`src/rtl/gtp_init_sequencer.sv`:
```
// Reset sequencer for a GTPE2_COMMON PLL0 and the GTPE2_CHANNEL it feeds: PLL reset, lock wait,
// GT reset pulse, USERRDY, resetdone wait, with timeout-driven retries and recovery on lock loss.
module gtp_init_sequencer #(
  parameter int PLL_RST_CYCLES = 8,
  parameter int GT_RST_CYCLES  = 8,
  parameter int LOCK_TIMEOUT   = 1024,
  parameter int MAX_RETRIES    = 3
) (
  input  logic       clk,
  input  logic       rst,
  input  logic       start,
  input  logic       pll0_lock,
  input  logic       txresetdone,
  input  logic       rxresetdone,
  output logic       pll0_reset,
  output logic       gttxreset,
  output logic       gtrxreset,
  output logic       txuserrdy,
  output logic       rxuserrdy,
  output logic       done,
  output logic       fail,
  output logic [3:0] retry_cnt,
  output logic [2:0] state_dbg
);

  localparam int MAX_AB  = (LOCK_TIMEOUT > PLL_RST_CYCLES) ? LOCK_TIMEOUT : PLL_RST_CYCLES;
  localparam int CNT_MAX = (MAX_AB > GT_RST_CYCLES) ? MAX_AB : GT_RST_CYCLES;
  localparam int CW      = $clog2(CNT_MAX + 1);

  localparam logic [CW-1:0] CNT_TOP  = CW'(CNT_MAX);
  localparam logic [CW-1:0] PLL_LAST = CW'(PLL_RST_CYCLES - 1);
  localparam logic [CW-1:0] GT_LAST  = CW'(GT_RST_CYCLES - 1);
  localparam logic [CW-1:0] TMO_LAST = CW'(LOCK_TIMEOUT - 1);
  localparam logic [3:0]    MAX_R    = 4'(MAX_RETRIES);

  typedef enum logic [2:0] {
    S_IDLE     = 3'd0,
    S_PLL_RST  = 3'd1,
    S_PLL_WAIT = 3'd2,
    S_GT_RST   = 3'd3,
    S_GT_WAIT  = 3'd4,
    S_DONE     = 3'd5,
    S_FAIL     = 3'd6
  } state_t;

  state_t        state, state_n;
  logic [CW-1:0] counter, cnt_n;
  logic [3:0]    retry_n;
  logic          take_retry;
  logic          pll_rst_n, gt_rst_n, userrdy_n, done_n, fail_n;

  // Bit order {lock, txresetdone, rxresetdone}; only sync_q is used for decisions.
  logic [2:0] sync_meta, sync_q;
  logic       lock_s, txdone_s, rxdone_s;

  assign lock_s    = sync_q[2];
  assign txdone_s  = sync_q[1];
  assign rxdone_s  = sync_q[0];
  assign state_dbg = state;

  always_ff @(posedge clk) begin
    if (rst) begin
      sync_meta <= '0;
      sync_q    <= '0;
    end else begin
      sync_meta <= {pll0_lock, txresetdone, rxresetdone};
      sync_q    <= sync_meta;
    end
  end

  always_ff @(posedge clk) begin
    if (rst) begin
      state      <= S_IDLE;
      counter    <= '0;
      retry_cnt  <= '0;
      pll0_reset <= 1'b1;
      gttxreset  <= 1'b1;
      gtrxreset  <= 1'b1;
      txuserrdy  <= 1'b0;
      rxuserrdy  <= 1'b0;
      done       <= 1'b0;
      fail       <= 1'b0;
    end else begin
      state      <= state_n;
      counter    <= cnt_n;
      retry_cnt  <= retry_n;
      pll0_reset <= pll_rst_n;
      gttxreset  <= gt_rst_n;
      gtrxreset  <= gt_rst_n;
      txuserrdy  <= userrdy_n;
      rxuserrdy  <= userrdy_n;
      done       <= done_n;
      fail       <= fail_n;
    end
  end

  always_comb begin
    state_n    = state;
    retry_n    = retry_cnt;
    cnt_n      = (counter == CNT_TOP) ? counter : counter + 1'b1;
    take_retry = 1'b0;

    case (state)
      S_IDLE: begin
        if (start) begin
          state_n = S_PLL_RST;
          retry_n = '0;
        end
      end
      S_PLL_RST: begin
        if (counter == PLL_LAST) state_n = S_PLL_WAIT;
      end
      S_PLL_WAIT: begin
        if (lock_s)                    state_n    = S_GT_RST;
        else if (counter == TMO_LAST)  take_retry = 1'b1;
      end
      S_GT_RST: begin
        if (!lock_s)                   take_retry = 1'b1;
        else if (counter == GT_LAST)   state_n    = S_GT_WAIT;
      end
      S_GT_WAIT: begin
        // Lock loss outranks resetdone, which outranks the timeout.
        if (!lock_s)                   take_retry = 1'b1;
        else if (txdone_s && rxdone_s) state_n    = S_DONE;
        else if (counter == TMO_LAST)  take_retry = 1'b1;
      end
      S_DONE: begin
        if (!lock_s) begin
          state_n = S_PLL_RST;
          retry_n = '0;
        end
      end
      S_FAIL: begin
        if (start) begin
          state_n = S_PLL_RST;
          retry_n = '0;
        end
      end
      default: state_n = S_IDLE;
    endcase

    if (take_retry) begin
      if (retry_cnt < MAX_R) begin
        retry_n = retry_cnt + 4'd1;
        state_n = S_PLL_RST;
      end else begin
        retry_n = MAX_R;
        state_n = S_FAIL;
      end
    end

    if (state_n != state) cnt_n = '0;

    // Outputs are decoded from the next state so they move on the same edge as the state.
    pll_rst_n = (state_n == S_IDLE) || (state_n == S_PLL_RST) || (state_n == S_FAIL);
    gt_rst_n  = (state_n == S_IDLE) || (state_n == S_PLL_RST) || (state_n == S_PLL_WAIT) ||
                (state_n == S_GT_RST) || (state_n == S_FAIL);
    userrdy_n = (state_n == S_GT_WAIT) || (state_n == S_DONE);
    done_n    = (state_n == S_DONE);
    fail_n    = (state_n == S_FAIL);
  end

endmodule

```
`config.mk`:
```
export PLATFORM = sky130hd
export DESIGN_NAME = gtp_init_sequencer
export DESIGN_NICKNAME = d
export VERILOG_FILES = /design/src/rtl/gtp_init_sequencer.sv
export SDC_FILE = /design/constraint.sdc
export NUM_CORES = 1
export LEC_CHECK = 0
export CAP_MARGIN = 20
export CORE_MARGIN = 4
export CORE_UTILIZATION = 41
export CTS_BUF_LIST = sky130_fd_sc_hd__clkbuf_4 sky130_fd_sc_hd__clkbuf_8
export DETAILED_ROUTE_END_ITERATION = 8
export PLACE_DENSITY = 0.63
export SYNTH_ARGS = -nofsm -noshare
export SYNTH_HDL_FRONTEND = slang
export SYNTH_SLANG_ARGS = --single-unit
```
`constraint.sdc`:
```
create_clock -name clk -period 3 [get_ports clk]
set_clock_uncertainty 0.05 [all_clocks]
set_input_delay 0.45 -clock clk [delete_from_list [all_inputs] [get_ports clk]]
set_output_delay 0.45 -clock clk [all_outputs]
set_load 0.02 [all_outputs]
```
==> results by group <==
STA
  – Setup TNS: 0 ns
  – Final hold slack: ~0.38 ns
  – Min Clock Period, post-route: 2.496 ns
  – Worst slew margin: 0.5197
  – Slew Viols, Final: 0
  – Fin. Hold Viols: 0
  – Setup violators final: 0
  – Final period utilization: 0.8321
  – FMAX: 400.6 MHz
  – Tightest Pin Transition: approximately 0.7 ns
  – RSZ-0062 raised after global routing: false

Final layout
  – Commonest non-fill, non-tap cells in the layout: dfxtp_1, clkdlybuf4s50_1, nor2_1
  – Most common cell after layout, fill and taps aside: dfxtp_1
  – Antenna cell count: 0
  – Layout cells sized above 1: 0.1596
  – Fillers: 336
  – Multi-input gate area: a little under 900 µm²
  – Area Overhead vs Synth: 19.84%
  – Sequential standard cell area: 580.6 µm²
  – Final-stage net count: roughly 200

Setup path
  – R2R cell count: 8
  – Kind of cell adding the most delay to the critical path: compound AO/OA/AOI/OAI gates
  – Critical Path End: counter[0]$_SDFFE_PP0P_
  – WP data required: 3.11 ns
  – Crit path max fanout: 15
  – Worst path depth: 8
  – Setup slack, reg-to-reg: ~0.50 ns
  – CP bufs+invs: 1
  – Reg-to-Reg End: counter[0]$_SDFFE_PP0P_
  – Critical Path, Cell by Cell: ha_1 > nand4_2 > o41a_1 > o2bb2ai_4 > nor2_1 > o31ai_4 > buf_4 > nor3_1
  – R2r startpoint: counter[0]$_SDFFE_PP0P_
  – CP Capture Type: register
  – Critical Setup Path Class: reg2reg
  – Crit path launch: counter[0]$_SDFFE_PP0P_
  – Slowest cell on the critical path: o41a_1
  – Worst setup SP type: register
  – WP data arrival: 2.60 ns
  – Slowest cell delay on critical path: 0.48 ns

Floorplan
  – Top Ports: 20
  – Die Area: 4798 µm²
  – Die X: 69.27 µm
  – Die Span Y: 69.27 µm
  – Initial Util: 0.4437
  – Core area: 3468 µm²
  – Rows: 21

Global routing
  – Vias in the first global route: 1173
  – Largest net degree at the start of global routing: 16
  – Met3 global-route usage: 0.05507
  – Initial antenna violation count: 0
  – Total grt overflow: 0
  – Met1 Track Usage GR: 0.1805
  – Met2 usage: 0.2002
  – GRT busiest layer: met2
  – GRT Resource Usage Total: 0.1391
  – First-pass GRT wire length: 5423 µm

Drt
  – Starting DRC count in detailed routing: 56
  – Wire per inst: 13.07 µm
  – Vias/cell: ~5.4
  – Via count: 1255
  – Final wirelength: ~3100 µm
  – ANT nets after route: 0
  – 1st-pass router iterations: 4
  – Drc violations: 0

Status
  – Outcome: finished, final reports clean

Yosys
  – Number of synthesized flops with an enable pin: 0
  – Synthesized cell area: roughly 1500 µm²
  – Avg Cell Area, Syn: 9.215 µm²
  – Async S/R FF share, synth: 0
  – Syn nets: 176
  – Syn. warnings: 0
  – Register bit total from synthesis: 29
  – Most used DFF post-synth: dfxtp_1
  – Sequential element share of the synthesized area: 0.3772
  – Post-synthesis cell type count: 45
  – Mapped Cells: 167

Clock tree
  – Clock transition at path regs: 0.06 ns
  – Clk buf depth: 2
  – Setup repair bufs after CTS: 0
  – CTS Root Buffer Type: clkbuf_8
  – Skew-Pair Late Insertion Delay: 0.28 ns
  – CTS tree: yes
  – # resized after CTS: 0
  – Clk sinks: 29
  – TritonCTS Buffers: 5
  – Cts hold-fix bufs: 0
  – H-tree level count: 2

Hold path
  – Worst min-delay path category: reg2reg
  – Hold depth: 1

Power and ir drop
  – Leakage power: 0.6609 nW
  – Peak supply drop: 0.0003293 V
  – Pwr per Cell Area: ~420 nW/µm²

Placement
  – HPWL Detailed: approximately 2200 µm
  – Port bufs: 19
  – RD Place Congestion: 0.8227

Run
  – MaxCap Viol Count: 0
-- kinds of logic (layout without fill, tap and decap cells) --
kind of cell	after synthesis	after routing	synth area share
AND/OR/NAND/NOR	78	78	0.3114
flip-flops	29	29	0.3772
AO/OA/AOI/OAI	27	27	0.1529
buffers and inverters	16	37	0.05284
XOR/XNOR	12	12	0.06829
adder cells (fa/ha/maj)	3	3	0.02439
multiplexers	2	2	0.01301
-- synthesized netlist by cell type (all sizes together) (2+ instances only) --
cell type,number,share of area
dfxtp,29,0.38
nor3,18,0.091
nor2,11,0.027
nand2,9,0.022
nand3,9,0.029
nor2b,9,0.037
xor2,7,0.040
a21oi,6,0.020
buf,6,0.028
inv,6,0.015
nand4,5,0.024
xnor2,5,0.028
a211oi,4,0.020
clkbuf,4,0.0098
nand2b,4,0.016
and3,3,0.012
ha,3,0.024
a311oi,2,0.011
and2,2,0.0098
mux2i,2,0.013
o21a,2,0.0098
o21ai,2,0.0065
o22a,2,0.011
o2bb2ai,2,0.024
or2,2,0.0081
-- report_power, final --
group / switching (mW) / internal (mW)
Combinational: 0.0326 / 0.0289
Clock: 0.141 / 0.169
Sequential: 0.00967 / 0.393
-- registers in the layout (all words and copies together), names as in the netlist --
name,count
counter,11
done,1
fail,1
gtrxreset,1
pll0_reset,1
retry_cnt,4
rxuserrdy,1
state_dbg,3
sync_meta,3
sync_q,3
-- worst min-delay path by stage --
stage          slack (ns)               startpoint                   end
2_1_floorplan        0.36  sync_meta[0]$_SDFF_PP0_  sync_q[0]$_SDFF_PP0_
3_3_place_gp         0.37  sync_meta[1]$_SDFF_PP0_  sync_q[1]$_SDFF_PP0_
3_5_place_dp         0.37  sync_meta[1]$_SDFF_PP0_  sync_q[1]$_SDFF_PP0_
4_1_cts              0.39  sync_meta[0]$_SDFF_PP0_  sync_q[0]$_SDFF_PP0_
5_1_grt              0.41  sync_meta[1]$_SDFF_PP0_  sync_q[1]$_SDFF_PP0_
6_report             0.38  sync_meta[0]$_SDFF_PP0_  sync_q[0]$_SDFF_PP0_
-- layout make-up --
type / count / area share
Tap cell: 46 / 0.03121
Clock buffer: 6 / 0.04138
Sequential cell: 29 / 0.3148
Clock inverter: 2 / 0.005427
Timing Repair Buffer: 23 / 0.1194
Inverter: 6 / 0.01221
Multi-Input combinational cell: 122 / 0.4756
-- worst register-to-register path, delay by kind of cell (launching register included) --
kind,cells,cell delay [ns]
compound gates,3,1.01
simple gates,3,0.42
flops,1,0.39
fa+ha+maj,1,0.27
buf+inv,1,0.25
-- layer usage --
layer	routed length (µm)	vias to the layer above	share of wire
li1	-	630	-
met1	1481	587	0.48
met2	1346	33	0.44
met3	180	5	0.059
met4	51	0	0.017
met5	0	-	0
-- metrics by stage --
| stage | power [mW] | utilization | setup WS [ns] | cell area [µm²] | std cells |
|---|---|---|---|---|---|
| detailed placement | 0.4726 | 0.5069 | 0.5137 | 1758 | 226 |
| global route | 0.8063 | 0.5317 | 0.3099 | 1844 | 234 |
| floorplan | 0.4532 | - | 0.8948 | 1539 | 167 |
| CTS | 0.7831 | 0.5317 | 0.4931 | 1844 | 234 |
| global placement | 0.4715 | 0.5069 | 0.5302 | 1758 | 226 |
| finish | 0.7743 | 0.5317 | 0.5036 | 1844 | 234 |
Note: power is estimated with default switching activity, not from simulation.
